--- src/rtl/sum_accum_pkg.sv ---
// Shared types and constants for the burst sum accumulator.
// The SUM_ACCUM_SAT_EN macro selects saturating accumulation in the top level.
package sum_accum_pkg;

  localparam int DATA_W = 16;
  localparam logic [DATA_W-1:0] SAT_VALUE = 16'hFFFF;

  typedef enum logic [1:0] {
    IDLE  = 2'd0,
    ACCUM = 2'd1,
    DONE  = 2'd2
  } state_t;

endpackage

--- src/rtl/ripple_carry_adder_16bit.sv ---
// 16-bit ripple-carry adder: a chain of full adders from bit 0 to bit 15.
module ripple_carry_adder_16bit (
  input  logic [15:0] a,
  input  logic [15:0] b,
  input  logic        cin,
  output logic [15:0] sum,
  output logic        cout
);

  logic [16:0] carry;

  assign carry[0] = cin;

  for (genvar i = 0; i < 16; i++) begin : g_fa
    assign sum[i]     = a[i] ^ b[i] ^ carry[i];
    assign carry[i+1] = (a[i] & b[i]) | (a[i] & carry[i]) | (b[i] & carry[i]);
  end

  assign cout = carry[16];

endmodule

--- src/rtl/sum_accumulator_16bit.sv ---
// Burst accumulator: sums len samples through the ripple-carry adder and
// returns one total per burst. SUM_ACCUM_SAT_EN selects saturating mode.
module sum_accumulator_16bit
  import sum_accum_pkg::*;
#(
  parameter int LEN_W = 5
) (
  input  logic              clk,
  input  logic              rst,
  input  logic              start,
  input  logic [LEN_W-1:0]  len,
  input  logic              in_valid,
  output logic              in_ready,
  input  logic [DATA_W-1:0] in_data,
  output logic              busy,
  output logic              out_valid,
  input  logic              out_ready,
  output logic [DATA_W-1:0] out_sum,
  output logic [LEN_W-1:0]  out_carries,
  output logic              out_sat,
  output state_t            dbg_state
);

  // Handshake: a transfer occurs on any rising edge where valid && ready.
  // The input side is ready only in ACCUM; the output side is valid only in
  // DONE and its payload is held until out_ready is seen.

  state_t            state_q, state_d;
  logic [DATA_W-1:0] acc_q, acc_d;
  logic [LEN_W-1:0]  carries_q, carries_d;
  logic [LEN_W-1:0]  rem_q, rem_d;
  logic              sat_q, sat_d;

  logic [DATA_W-1:0] add_sum;
  logic              add_cout;
  logic              in_fire;

  ripple_carry_adder_16bit u_adder (
    .a    (acc_q),
    .b    (in_data),
    .cin  (1'b0),
    .sum  (add_sum),
    .cout (add_cout)
  );

  assign in_fire = in_valid && (state_q == ACCUM);

  always_comb begin
    state_d   = state_q;
    acc_d     = acc_q;
    carries_d = carries_q;
    rem_d     = rem_q;
    sat_d     = sat_q;
    unique case (state_q)
      IDLE: begin
        if (start) begin
          acc_d     = '0;
          carries_d = '0;
          sat_d     = 1'b0;
          rem_d     = len;
          state_d   = (len == '0) ? DONE : ACCUM;
        end
      end
      ACCUM: begin
        if (in_fire) begin
`ifdef SUM_ACCUM_SAT_EN
          // Once clamped, acc is SAT_VALUE and any non-zero add carries again.
          if (add_cout) begin
            acc_d = SAT_VALUE;
            sat_d = 1'b1;
          end else begin
            acc_d = add_sum;
          end
`else
          acc_d = add_sum;
          if (add_cout) begin
            carries_d = carries_q + LEN_W'(1);
          end
`endif
          rem_d = rem_q - LEN_W'(1);
          if (rem_q == LEN_W'(1)) begin
            state_d = DONE;
          end
        end
      end
      DONE: begin
        if (out_ready) begin
          state_d = IDLE;
        end
      end
      default: state_d = IDLE;
    endcase
  end

  always_ff @(posedge clk) begin
    if (rst) begin
      state_q   <= IDLE;
      acc_q     <= '0;
      carries_q <= '0;
      rem_q     <= '0;
      sat_q     <= 1'b0;
    end else begin
      state_q   <= state_d;
      acc_q     <= acc_d;
      carries_q <= carries_d;
      rem_q     <= rem_d;
      sat_q     <= sat_d;
    end
  end

  // carries_q stays zero in saturating mode and sat_q stays zero otherwise.
  assign in_ready    = (state_q == ACCUM);
  assign busy        = (state_q != IDLE);
  assign out_valid   = (state_q == DONE);
  assign out_sum     = acc_q;
  assign out_carries = carries_q;
  assign out_sat     = sat_q;
  assign dbg_state   = state_q;

endmodule

--- config.mk ---
export PLATFORM = sky130hd
export DESIGN_NAME = sum_accumulator_16bit
export DESIGN_NICKNAME = d
export VERILOG_FILES = /design/src/rtl/sum_accum_pkg.sv /design/src/rtl/ripple_carry_adder_16bit.sv /design/src/rtl/sum_accumulator_16bit.sv
export SDC_FILE = /design/constraint.sdc
export NUM_CORES = 1
export LEC_CHECK = 0
export ABC_AREA = 0
export ABC_CLOCK_PERIOD_IN_PS = 12850
export BUFFER_PORTS_ARGS = -buffer_cell sky130_fd_sc_hd__buf_2
export CAP_MARGIN = 0
export CORE_UTILIZATION = 40
export DETAILED_ROUTE_END_ITERATION = 10
export HOLD_SLACK_MARGIN = 0.08
export PLACE_DENSITY_LB_ADDON = 0.1
export SLEW_MARGIN = 20
export SYNTH_ARGS = -nofsm -noshare
export SYNTH_HDL_FRONTEND = slang
export SYNTH_SLANG_ARGS = --single-unit
--- constraint.sdc ---
create_clock -name clk -period 12.85 [get_ports clk]
set_input_delay 1.285 -clock clk [delete_from_list [all_inputs] [get_ports clk]]
set_output_delay 1.285 -clock clk [all_outputs]
set_load 0.02 [all_outputs]
# Word level (Yosys, flattened, before mapping)

Index checks and enable logic that the tools add are counted.

Add/sub/neg operators: 2
Equal/unequal tests: 8
Multiplexer cells: 16
Bitwise operators: 107
Reductions and logical operators: 8

Operators by type and width:

| operator              | number |
|---|---|
| $and A1 B1 Y1         | 46 |
| $mux W16              | 2 |
| $pmux W16 S2          | 1 |
| $xor A1 B1 Y1         | 31 |
| $or A1 B1 Y1          | 30 |
| $mux W5               | 5 |
| $pmux W5 S2           | 2 |
| $mux W2               | 5 |
| $ne A2 B1 Y1 const B  | 4 |
| $reduce_and A4 Y1     | 2 |
| $pmux W2 S3           | 1 |
| $add A5 B1 Y5 const B | 1 |
| $eq A5 B1 Y1 const B  | 1 |
| $logic_not A5 Y1      | 1 |
| $sub A5 B1 Y5 const B | 1 |
| $reduce_bool A2 Y1    | 2 |
| $reduce_and A3 Y1     | 1 |
| $eq A2 B1 Y1 const B  | 1 |
| $eq A2 B2 Y1 const B  | 1 |
| $logic_not A2 Y1      | 1 |
| $ne A2 B2 Y1 const B  | 1 |
| $logic_and A1 B1 Y1   | 1 |

Register bits: 28
Input port bits: 26
Output and inout port bits: 27
Logic and storage cells: 145

# Longest topological paths before layout

Gate-level depths: netlist (run 1).

Word-level depth: 49
Depth in mapped cells: 22

# Hierarchy

A second synthesis (run 1) with hierarchy kept.

Cells, all modules: 189
Area, all modules: 1766.7 µm²

By module, submodules not included:

| module                   | times used | cells an instance | area each (µm²) | sequential area each (µm²) |
|---|---|---|---|---|
| sum_accumulator_16bit    | 1          | 163               | 1408.9          | 560.5 |
| ripple_carry_adder_16bit | 1          | 26                | 357.8           | 0.0 |

# Worst setup path before layout (run 1)

OpenSTA, ideal clock, no wires.

Kind: input port to flip-flop
Start point: input port in_data[0]
End point: register carries_q[1] (netlist: out_carries[1])
Library setup time: 0.070 ns
Data arrival time: 7.752 ns
Required time: 12.780 ns
Slack: 5.028 ns
Stages on the path: 22
Cell sequence: ha_1 inv_1 fa_1 fa_1 fa_1 fa_1 fa_1 fa_1 fa_1 fa_1 fa_1 fa_1 fa_1 fa_1 inv_1 fa_1 inv_1 fa_1 fa_1 nand4bb_4 or4_1 a21oi_1

Longest elaborated chain between the ends: 48
Elaborated cells between the ends (all ways): 63
Classes of those cells: eq/ne: 1; bitwise: 61; reduce/logical: 1

RTL lines:

| item                                 | RTL line                       | text |
|---|---|---|
| from (decl)                          | sum_accumulator_16bit.sv:14    | `input logic [DATA_W-1:0] in_data,` |
| $and A1 B1 Y1 *                      | ripple_carry_adder_16bit.sv:16 | `assign carry[i+1] = (a[i] & b[i]) \| (a[i] & carry[i]) \| (b[i] & carry[i]);` |
| $and A1 B1 Y1                        | ripple_carry_adder_16bit.sv:16 |  |
| $or A1 B1 Y1                         | ripple_carry_adder_16bit.sv:16 |  |
| $or A1 B1 Y1 *                       | ripple_carry_adder_16bit.sv:16 |  |
| $and A1 B1 Y1                        | ripple_carry_adder_16bit.sv:16 |  |
| $or A1 B1 Y1                         | ripple_carry_adder_16bit.sv:16 |  |
| $or A1 B1 Y1 *                       | ripple_carry_adder_16bit.sv:16 |  |
| $and A1 B1 Y1                        | ripple_carry_adder_16bit.sv:16 |  |
| (+32 left out)                       | --                             |  |
| $and A1 B1 Y1                        | ripple_carry_adder_16bit.sv:16 |  |
| $or A1 B1 Y1                         | ripple_carry_adder_16bit.sv:16 |  |
| $or A1 B1 Y1 *                       | ripple_carry_adder_16bit.sv:16 |  |
| $and A1 B1 Y1                        | ripple_carry_adder_16bit.sv:16 |  |
| $or A1 B1 Y1                         | ripple_carry_adder_16bit.sv:16 |  |
| $or A1 B1 Y1 *                       | ripple_carry_adder_16bit.sv:16 |  |
| $ne A2 B1 Y1 (no source line) *      | --                             |  |
| $reduce_and A4 Y1 (no source line) * | --                             |  |
| to (signal assigned)                 | sum_accumulator_16bit.sv:105   | `carries_q <= carries_d;` |
| to (decl)                            | sum_accumulator_16bit.sv:30    | `logic [LEN_W-1:0] carries_q, carries_d;` |

Mark *: on every way between the ends. The rest lies on a longest branch, timed or not.
A chain may end at the register's enable or synchronous reset.

# Worst setup path in the final report (run 1)

Ends and elaborated chain as after synthesis.

==> results of run 1 <==
registers in the layout (all words and copies together), names as in the netlist:
register and count:
dbg_state 2, out_carries 5, out_sum 16, rem_q 5
report_power, final:
part	total, mW	switching, mW	internal, mW	leakage [nW]
combinational	0.0517	0.0299	0.0218	0.652
clock	0.0483	0.0273	0.0211	0.0216
sequential	0.0953	0.00392	0.0914	0.228
worst max-delay path: stages:
cell       delay (ns)
buf_2            0.08
ha_1             0.13
inv_1            0.04
fa_1             0.38
fa_1             0.39
fa_1             0.38
fa_1             0.39
fa_1             0.38
fa_1             0.38
fa_1             0.38
fa_1             0.39
fa_1             0.40
fa_1             0.40
fa_1             0.41
fa_1             0.37
inv_1            0.08
fa_1             0.15
inv_1            0.05
fa_1             0.37
fa_1             0.38
nand4bb_4        0.29
or4_1            0.42
a21oi_1          0.15
placed cells by master, fill, tap and decap left out, types with 4 or more instances in the layout:
cell type | netlist | final
a21oi_1 | 19 | 19
buf_2 | 3 | 51
dfxtp_1 | 28 | 28
fa_1 | 15 | 15
ha_1 | 4 | 4
inv_1 | 37 | 37
mux2i_1 | 6 | 6
nand2_1 | 4 | 4
nand2b_1 | 14 | 14
nand3_1 | 8 | 8
nand3b_1 | 4 | 4
nor3b_1 | 4 | 4
o21ai_0 | 17 | 17
layout make-up:
type	count	area (µm²)
fillers	448	2231
repair buffers	54	277.8
flip-flops and latches	28	560.5
well taps	52	65.06
clock buffers	3	41.29
multi-input cells	133	1100
inverters	37	138.9
metal layers:
layer / GRT usage, % / share of wire (%) / vias up
met2: 25.50 / 42 / 31
met3: 2.309 / 3.8 / 2
li1: - / - / 794
met1: 24.52 / 54 / 695
met5: 0 / 0 / -
met4: 4.000 / 0.49 / 0
cells by family after synthesis:
group / count (synthesis) / share of synthesized area [%]
compound gates: 54 / 17.59
fa+ha+maj: 19 / 18.73
buf+inv: 50 / 11.24
flops: 28 / 29.97
mux: 7 / 3.813
other cells: 1 / 0.2005
simple gates: 52 / 18.46
worst paths after layout:
path	slack, ns	end	cells past startpoint
max	4.98	out_carries[1]$_SDFFE_PP0P_	23
min	0.48	out_carries[4]$_SDFFE_PP0P_	2
max reg2reg	5.70	out_carries[1]$_SDFFE_PP0P_	22
min reg2reg	0.48	out_carries[4]$_SDFFE_PP0P_	2
==> parameters.txt, run 1 <==
Parameter                              Value

Outcome
  Status ... complete, no violations

STA
  Time the final worst path needs with I/O delays and setup ... about 7.9 ns
  Count of pins over their slew limit ... 0
  Final period utilization ... between 60% and 70%
  Worst clock skew on the final layout ... 0.003550 ns
  Number of hold violations in the final report ... 0
  Worst Slack Setup Final ... between 4 and 5 ns
  RSZ-0062 raised after global routing ... false
  Hold slack final ... a little under 0.5 ns
  Slew at the pin closest to its max-slew limit ... about 0.8 ns
  Setup violators final ... 0
  Worst slew margin relative to its limit ... 45.31%
  Top achievable clock speed ... about 0.13 GHz
  Setup TNS ... 0 ns

Yosys
  Leading cell type by number of instances after synthesis ... inv_1
  Syn_nets ... about 260
  Largest cells by area after synthesis ... dfxtp_1, fa_1, inv_1
  Synth top area share ... 29.97%
  Mapped cell area ... 1871 µm²
  Count of flip-flops with a built-in enable after synthesis ... 0
  Sequential-to-total area share from yosys stat ... about 30%
  Cell taking the most area after synthesis ... dfxtp_1
  Total of flip-flops plus latches after synthesis ... 28
  Cell count after synthesis ... 211
  Number of warning messages in the yosys log ... 0
  Proportion of register bits with asynchronous set or reset after synthesis ... 0%
  Synth top cells by count ... inv_1, dfxtp_1, a21oi_1, o21ai_0, fa_1
  Synth Flop Type ... dfxtp_1
  Synthesized area divided by synthesized cell count ... roughly 8.9 µm²
  Number of different library cells in the post-synthesis netlist ... 39

Clock tree
  Total of hold buffers inserted after clock tree synthesis ... 0
  CTS sink count ... 28
  Clock root cell ... clkbuf_8
  Clock tree from TritonCTS ... yes
  CTS HTree Levels ... 1
  Clk pin slew, worst setup/hold paths ... approximately 0.10 ns
  Inserted Clock Buffers ... 3
  Resized cells post-CTS ... 0
  Buffer depth of the longest clock path ... 2
  Clock latency on the worst-skew pair ... roughly 0.27 ns
  Post-CTS setup buffer count ... 0

Global routing
  Aggregate global-route resource usage ... between 15 and 20%
  First-pass GRT wire length ... roughly 6.7 mm
  Final global-route overflow total ... 0
  Number of antenna violations at the first check in global routing ... 0
  Largest net degree at the start of global routing ... 35
  Via count of the first global-routing pass ... approximately 1400

Critical path
  Required @ worst endpoint ... between 10 and 15 ns
  Max Fanout on Critical Path ... 7
  Critical Path Source ... in_data[0]
  Worst setup path category ... input pin to register
  Critical Path Source Type ... input pin
  Reg-to-reg startpoint ... out_sum[0]$_SDFFE_PP0P_
  Arr. time, crit path ... between 8 and 9 ns
  Sort of element at the end of the critical path ... register

Floorplanning
  Area of the core region ... about 4400 µm²
  Boundary Pins ... 53
  Rows ... 24
  Area of the die ... around 5000 µm²
  Starting Density ... 42.38%
  Vertical die dimension ... about 70 µm
  Die boundary width ... approximately 70 µm

Hold path
  Launch instance of the worst min-delay path ... out_carries[4]$_SDFFE_PP0P_
  Class of the tightest hold or removal check ... register to register

Cells and area
  Final instance area ... around 2200 µm²
  Final net count ... slightly above 300
  Final standard cell count with taps included and fillers excluded ... between 300 and 400
  Antenna cells ... 0
  Fraction of layout instances using a drive strength above 1 ... around 25%
  Layout Utilization ... approximately 50%
  Growth of design area from synthesis to finish ... 16.72%

Route
  Routed WL ... approximately 4 mm
  Length of the first detailed-routing pass in iterations ... 4
  DRT antenna net count ... 0
  Initial DRC Count ... 58
  Average via count per standard cell ... between 4 and 5
  Number of remaining DRC errors ... 0
  Total via count after detailed routing ... roughly 1500
  Post-DR wirelength/cell ... ~13 µm

Place
  Number of buffers inserted by port buffering ... between 50 and 60
  Worst setup timing slack at the placement stage ... about 4.7 ns
  Weighted congestion reported at the end of routability-driven placement ... 0.7171
  Dpl hpwl ... between 2 and 3 mm
  Cell area reported after detailed placement ... 2142 µm²
  Post-placement cell count ... approximately 300

Power
  Static Leak ... 0.9018 nW
  Largest vdd supply drop ... 0.03399 mV
  Power density normalized to cell area ... 89.45 nW/µm²
  Total chip power ... ~200 µW

Run
  Max-cap violations ... 0
Power figures use the tool's default switching activity.
==> inputs of run 2 (changes only) <==
- ABC_CLOCK_PERIOD_IN_PS: 12850 -> 7800
- clock period: 12.85 -> 7.8 ns (I/O delays scaled with it)
==> run 2 against run 1 <==
  * Largest cell class unchanged
  * Hold slack better by 0.0021 ns
  * Global-route usage grew 0.15 points
  * Highest routed layer unchanged
  * Power grew 84%
  * Critical endpoint is now out_carries[0]$_SDFFE_PP0P_
  * Count of clock-buffer cells in the layout stayed put
  * Register-to-register slack worse by 5.0 ns
==> parameters.txt, run 2 (same netlist as run 1, synthesis figures left out) <==
Parameter                              Value

Global routing
  Layer with the highest usage ... met2
  Grt met1 use ... 24.52% (unchanged)
  Largest net degree at the start of global routing ... 34 (-2.9%)
  Via count of the first global-routing pass ... 1492 (+4.7%)
  First-pass GRT wire length ... 6.748 mm (+1.1%)
  Met3 capacity usage during global routing ... 2.742% (+0.43 points)
  Aggregate global-route resource usage ... 16.77% (+0.15 points)
  Number of antenna violations at the first check in global routing ... 0 (unchanged)
  Final global-route overflow total ... 0 (unchanged)
  Met2 GRT Util ... 26.03% (+0.53 points)

Floorplanning
  Area of the die ... 4954 µm² (unchanged)
  Starting Density ... 42.38% (unchanged)
  Boundary Pins ... 53 (unchanged)
  Area of the core region ... 4414 µm² (unchanged)
  Rows ... 24 (unchanged)
  Die boundary width ... 70.39 µm (unchanged)
  Vertical die dimension ... 70.39 µm (unchanged)

Critical path
  Cell with the largest stage delay on the worst path ... fa_1
  Max Fanout on Critical Path ... 6 (-1)
  Worst setup path category ... input pin to register
  Critical path's top delay family ... adder cells
  Sort of element at the end of the critical path ... register
  Destination of the worst register-to-register timing path ... out_carries[0]$_SDFFE_PP0P_
  Worst Reg-to-Reg Cells ... 23 (+4.5%)
  Total buffers and inverters traversed by the critical path ... 5 (+1)
  Reg-to-reg startpoint ... out_sum[0]$_SDFFE_PP0P_
  Worst reg2reg setup slack ... 0.74 ns (-4.96 ns)
  Cell occurring most often along the worst timing path ... fa_1
  Required @ worst endpoint ... 8.02 ns (-5.04 ns)
  Delay contributed by the slowest stage of the critical path ... 0.41 ns (about the same)
  Cell Chain, Critical Path ... buf_2, ha_1, inv_1, fa_1, fa_1, fa_1, fa_1, fa_1, fa_1, fa_1, fa_1, fa_1, fa_1, fa_1, fa_1, inv_1, fa_1, inv_1, fa_1, fa_1, nand4bb_4, buf_4, or2_2, a21oi_1
  Arr. time, crit path ... 7.48 ns (-0.60 ns)
  Critical Path Source Type ... input pin

STA
  Count of pins over their slew limit ... 0 (unchanged)
  Final period utilization ... between 90 and 100%
  Number of hold violations in the final report ... 0 (unchanged)
  Slew at the pin closest to its max-slew limit ... 0.8211 ns (+0.02365 ns)
  Setup TNS ... 0 ns (unchanged)
  Time the final worst path needs with I/O delays and setup ... around 7.3 ns
  Worst slew margin relative to its limit ... 43.69% (-1.6 points)
  RSZ-0062 raised after global routing ... false
  Top achievable clock speed ... 0.1377 GHz
  Worst clock skew on the final layout ... 0.004581 ns (+0.001031 ns)
  Setup violators final ... 0 (unchanged)

Route
  DRT antenna net count ... 0 (unchanged)
  Initial DRC Count ... 90 (+55%)
  Average via count per standard cell ... 5.104 (+2.9%)
  Routed WL ... 3.953 mm (+0.92%)
  Post-DR wirelength/cell ... 12.83 µm (+0.59%)
  Number of remaining DRC errors ... 0 (unchanged)
  Total via count after detailed routing ... 1572 (+3.3%)
  Length of the first detailed-routing pass in iterations ... 4 (unchanged)

Power
  Net Switching ... 105.2 µW (+72%)
  Power density normalized to cell area ... 162.4 nW/µm² (+82%)
  Largest vdd supply drop ... 0.06483 mV (+91%)
  Gate power share ... 22.5% (-4.0 points)
  Sequential cell fraction of total power ... 44.7% (-4.1 points)
  Clock network power share ... 32.8% (+8.0 points)
  Switch share ... 29.25% (-2.1 points)
  Cell internal pwr ... 254.3 µW (+90%)
  Static Leak ... 0.9149 nW (+1.5%)

Cells and area
  Fraction of layout instances using a drive strength above 1 ... 25.39% (+0.29 points)
  Final standard cell count with taps included and fillers excluded ... 308 (+0.33%)
  Filler Cells Inserted ... 447 (-0.22%)
  Final net count ... 302 (unchanged)
  Growth of design area from synthesis to finish ... 18.33%
  Antenna cells ... 0 (unchanged)
  Commonest non-fill, non-tap cells in the layout ... buf_2, inv_1, dfxtp_1
  Most common library cell in the layout ignoring fill and taps ... buf_2
  Max reg flops ... 16 (unchanged)

Hold path
  Class of the tightest hold or removal check ... register to register
  Hold Crit Depth ... 2 (unchanged)
  Launch instance of the worst min-delay path ... out_carries[4]$_SDFFE_PP0P_
  Worst min-delay path endpoint ... out_carries[4]$_SDFFE_PP0P_

Place
  Number of buffers inserted by port buffering ... 51 (unchanged)
  Weighted congestion reported at the end of routability-driven placement ... 0.7178 (about the same)
  Post-placement cell count ... 304 (unchanged)
  Dpl hpwl ... 2.844 mm (-0.82%)

Clock tree
  Clk pin slew, worst setup/hold paths ... 0.11 ns (about the same)
  Post-CTS setup buffer count ... 0 (unchanged)
  CTS sink count ... 28 (unchanged)
  Clock latency on the worst-skew pair ... 0.28 ns (about the same)
  Clock tree from TritonCTS ... yes
  Resized cells post-CTS ... 0 (unchanged)
  Clock root cell ... clkbuf_8
  Buffer depth of the longest clock path ... 2 (unchanged)
  Total of hold buffers inserted after clock tree synthesis ... 0 (unchanged)
  Inserted Clock Buffers ... 3 (unchanged)
  CTS HTree Levels ... 1 (unchanged)

Run
  Max-cap violations ... 0 (unchanged)

Outcome
  Status ... complete, no violations
-- run 2: cell count changes in the layout (fill, tap and decap cells not counted), sizes merged --
cell,before,now
bufinv,0,1
-- run 2: worst max path at each step --
stage	start	to	slack [ns]	depth (start not counted)
floorplan	in_data[0]	out_carries[1]$_SDFFE_PP0P_	0.48	22
global placement	in_data[0]	out_carries[0]$_SDFFE_PP0P_	0.22	24
detailed placement	in_data[0]	out_carries[0]$_SDFFE_PP0P_	0.21	24
CTS	in_data[0]	out_carries[0]$_SDFFE_PP0P_	0.50	24
global route	in_data[0]	out_carries[2]$_SDFFE_PP0P_	0.24	24
finish	in_data[0]	out_carries[0]$_SDFFE_PP0P_	0.54	24
-- run 2: area by class of cell --
| cell class | instances | area (µm²) | area share (%) |
|---|---|---|---|
| Inverter | 37 | 138.9 | 6.275 |
| Multi-Input combinational cell | 133 | 1100 | 49.69 |
| Tap cell | 52 | 65.06 | 2.940 |
| Timing Repair Buffer | 54 | 277.8 | 12.55 |
| Clock inverter | 1 | 30.03 | 1.357 |
| Clock buffer | 3 | 41.29 | 1.865 |
| Sequential cell | 28 | 560.5 | 25.33 |
-- run 2: metrics by stage --
stage | setup WS (ns) | util [%] | hold WS [ns] | power (mW) | instance area [µm²]
after floorplan | 0.4830 | - | 0.4736 | 0.2214 | 1871
after global placement | 0.2218 | 48.53 | 0.4676 | 0.2452 | 2142
after detailed placement | 0.2109 | 48.53 | 0.4757 | 0.2451 | 2142
after CTS | 0.4950 | 50.14 | 0.4922 | 0.3635 | 2213
after global routing | 0.2372 | 50.14 | 0.5199 | 0.3798 | 2213
final | 0.5373 | 50.14 | 0.4850 | 0.3595 | 2213
-- run 2: power by group through the flow --
| stage | Sequential (mW) | Combinational, mW | Clock [mW] |
|---|---|---|---|
| finish | 0.161 | 0.0808 | 0.118 |
| CTS | 0.160 | 0.0819 | 0.121 |
| detailed placement | 0.164 | 0.0813 | 0 |
| floorplan | 0.165 | 0.0563 | 0 |
| global route | 0.162 | 0.0914 | 0.126 |
| global placement | 0.164 | 0.0813 | 0 |
-- run 2: layer usage --
metal  routed length [µm]  vias to the layer above  share of wire, %
met3                  211                        2               5.3
met4                   17                        0              0.43
met1                 2058                      734                52
met5                    0                        -                 0
li1                     -                      789                 -
met2                 1666                       47                42
-- run 2: worst register-to-register path: stages, from the launching register on --
cell and delay (ns):
dfxtp_1 0.37, ha_1 0.15, inv_1 0.04, fa_1 0.37
fa_1 0.38, fa_1 0.38, fa_1 0.39, fa_1 0.38
fa_1 0.38, fa_1 0.39, fa_1 0.39, fa_1 0.39
fa_1 0.41, fa_1 0.41, fa_1 0.37, inv_1 0.07
fa_1 0.15, inv_1 0.05, fa_1 0.37, fa_1 0.37
nand4bb_4 0.23, buf_4 0.19, or2_2 0.27, a21oi_1 0.11
==> inputs of run 3 (changes only) <==
- BUFFER_PORTS_ARGS: -buffer_cell sky130_fd_sc_hd__buf_2 -> default
- CELL_PAD_IN_SITES_DETAIL_PLACEMENT: default -> 0
- CELL_PAD_IN_SITES_GLOBAL_PLACEMENT: default -> 1
- DONT_BUFFER_PORTS: default -> 1
==> run 3 against run 2 <==
  * Clock skew shrank 0.0027 ns
  * Die area is the same
  * Power shrank 10%
  * Count of clock-buffer cells in the layout grew 1
  * Sequential power is essentially flat
  * Clock power shrank 20%
  * Sequential cell count is the same
  * Wire length grew 3.3%
  * Core utilization shrank 6.2 points
  * Critical path type is now register to register
  * Largest power group unchanged
==> parameters.txt, run 3 (same netlist as run 1, synthesis figures left out) <==
Parameter                              Value

Outcome
  Status ... complete, no violations

Hold path
  Class of the tightest hold or removal check ... register to register

Power
  Cell internal pwr ... 223.7 µW (-12%)
  Largest vdd supply drop ... 0.07069 mV (+9.0%)
  Gate power share ... 20.0% (-2.5 points)
  Clock network power share ... 29.2% (-3.6 points)
  Static Leak ... 0.6699 nW (-27%)
  Power density normalized to cell area ... 166.5 nW/µm² (+2.5%)
  Total chip power ... 323.3 µW (-10%)
  Switch share ... 30.81% (+1.6 points)
  Net Switching ... 99.60 µW (-5.3%)
  Sequential cell fraction of total power ... 50.8% (+6.1 points)

STA
  Setup TNS ... 0 ns (unchanged)
  Count of pins over their slew limit ... 0 (unchanged)
  Number of hold violations in the final report ... 0 (unchanged)
  Top achievable clock speed ... 0.1357 GHz (-1.5%)
  Time the final worst path needs with I/O delays and setup ... 7.371 ns (+0.1081 ns)
  Slew at the pin closest to its max-slew limit ... 0.5839 ns (-0.2373 ns)
  Setup violators final ... 0 (unchanged)
  Final period utilization ... 94.50% (+1.4 points)
  Worst slew margin relative to its limit ... 61.08% (+17 points)
  Worst clock skew on the final layout ... 0.001927 ns (-0.002655 ns)
  Hold slack final ... 0.5054 ns (+0.02045 ns)
  RSZ-0062 raised after global routing ... false

Floorplanning
  Vertical die dimension ... 70.39 µm (unchanged)
  Rows ... 24 (unchanged)
  Area of the core region ... 4414 µm² (unchanged)
  Area of the die ... 4954 µm² (unchanged)
  Boundary Pins ... 53 (unchanged)
  Die boundary width ... 70.39 µm (unchanged)
  Starting Density ... 42.38% (unchanged)

Place
  Number of buffers inserted by port buffering ... 0 (-100%)
  Weighted congestion reported at the end of routability-driven placement ... 0.7762 (+8.1%)
  Dpl hpwl ... 2.983 mm (+4.9%)

Critical path
  Max Fanout on Critical Path ... 7 (+1)
  Required @ worst endpoint ... 8.02 ns (about the same)
  Arr. time, crit path ... 7.59 ns (+0.11 ns)
  Critical Path Source Type ... register
  Worst setup path category ... register to register
  Delay contributed by the slowest stage of the critical path ... 0.48 ns (+0.07 ns)
  Cell occurring most often along the worst timing path ... fa_1
  Cell Chain, Critical Path ... ha_1, inv_1, fa_1, fa_1, fa_1, fa_1, fa_1, fa_1, fa_1, fa_1, fa_1, fa_1, fa_1, fa_1, inv_1, fa_1, inv_1, fa_1, fa_1, nand4bb_4, or4_1, a21oi_1
  Cell with the largest stage delay on the worst path ... dfxtp_1
  Sort of element at the end of the critical path ... register

Clock tree
  Clock tree from TritonCTS ... yes
  Clock latency on the worst-skew pair ... 0.28 ns (about the same)
  Inserted Clock Buffers ... 3 (unchanged)
  CTS sink count ... 28 (unchanged)
  CTS HTree Levels ... 1 (unchanged)
  Clock root cell ... clkbuf_8
  Post-CTS setup buffer count ... 0 (unchanged)
  Resized cells post-CTS ... 0 (unchanged)
  Total of hold buffers inserted after clock tree synthesis ... 0 (unchanged)
  Clk pin slew, worst setup/hold paths ... 0.10 ns (about the same)
  Buffer depth of the longest clock path ... 2 (unchanged)

Global routing
  Aggregate global-route resource usage ... 17.84% (+1.1 points)
  Via count of the first global-routing pass ... 1482 (-0.67%)
  First-pass GRT wire length ... 6.996 mm (+3.7%)
  Largest net degree at the start of global routing ... 25 (-26%)
  Number of antenna violations at the first check in global routing ... 0 (unchanged)
  Final global-route overflow total ... 0 (unchanged)

Cells and area
  Commonest non-fill, non-tap cells in the layout ... inv_1, dfxtp_1, a21oi_1
  Final net count ... 251 (-17%)
  Max reg flops ... 16 (unchanged)
  Antenna cells ... 0 (unchanged)
  Growth of design area from synthesis to finish ... 3.813%
  Fraction of layout instances using a drive strength above 1 ... 6.829% (-19 points)
  Most common library cell in the layout ignoring fill and taps ... inv_1

Route
  Average via count per standard cell ... 5.580 (+9.3%)
  Post-DR wirelength/cell ... 15.89 µm (+24%)
  DRT antenna net count ... 0 (unchanged)
  Length of the first detailed-routing pass in iterations ... 4 (unchanged)
  Total via count after detailed routing ... 1434 (-8.8%)
  Initial DRC Count ... 68 (-24%)
  Number of remaining DRC errors ... 0 (unchanged)
  Routed WL ... 4.083 mm (+3.3%)

Run
  Max-cap violations ... 0 (unchanged)
run 3: changes by cell type in the layout (fill, tap and decap cells not counted), sizes merged:
cell,delta
buf,-51
clkbuf,+1
bufinv,-1
run 3: routing by layer:
metal / GRT usage (%) / wire [µm]
met3: 5.195 / 303
met4: 6.667 / 47
met2: 29.10 / 1930
met5: 0 / 0
met1: 22.15 / 1801
run 3: worst paths after layout:
check,to,slack (ns),cells past startpoint,from
max,out_carries[1]$_SDFFE_PP0P_,0.43,22,out_sum[0]$_SDFFE_PP0P_
min,rem_q[1]$_SDFFE_PP0P_,0.51,2,rem_q[1]$_SDFFE_PP0P_
max reg2reg,out_carries[1]$_SDFFE_PP0P_,0.43,22,out_sum[0]$_SDFFE_PP0P_
min reg2reg,rem_q[1]$_SDFFE_PP0P_,0.51,2,rem_q[1]$_SDFFE_PP0P_
run 3: power groups by stage:
stage / Clock, mW / Combinational, mW / Sequential, mW
after floorplan: 0 / 0.0563 / 0.165
after global placement: 0 / 0.0630 / 0.167
after detailed placement: 0 / 0.0645 / 0.168
after CTS: 0.0987 / 0.0651 / 0.164
after global routing: 0.102 / 0.0744 / 0.166
final: 0.0945 / 0.0645 / 0.164
run 3: per-stage QoR:
step                utilization, %  cells  worst slack (ns)  cell area, µm²
CTS                          43.99    257            0.3892            1942
finish                       43.99    257            0.4292            1942
floorplan                        -    211            0.4830            1871
detailed placement           42.74    253            0.1847            1887
global route                 43.99    257           0.09285            1942
global placement             42.74    253            0.2236            1887
run 3: worst max-delay path: cells and delay by family (launching register included):
kind	cells	cell delay [ns]
AOI/OAI and AO/OA	1	0.14
adders and majority gates	16	5.79
buffers and inverters	3	0.17
DFF	1	0.48
and+or+nand+nor	2	0.72
run 3: area by class of cell:
class / count / area [µm²]
clock buffers: 4 / 55.05
fillers: 440 / 2472
inverters: 37 / 138.9
multi-input cells: 133 / 1100
flip-flops and latches: 28 / 560.5
well taps: 52 / 65.06
repair buffers: 3 / 22.52
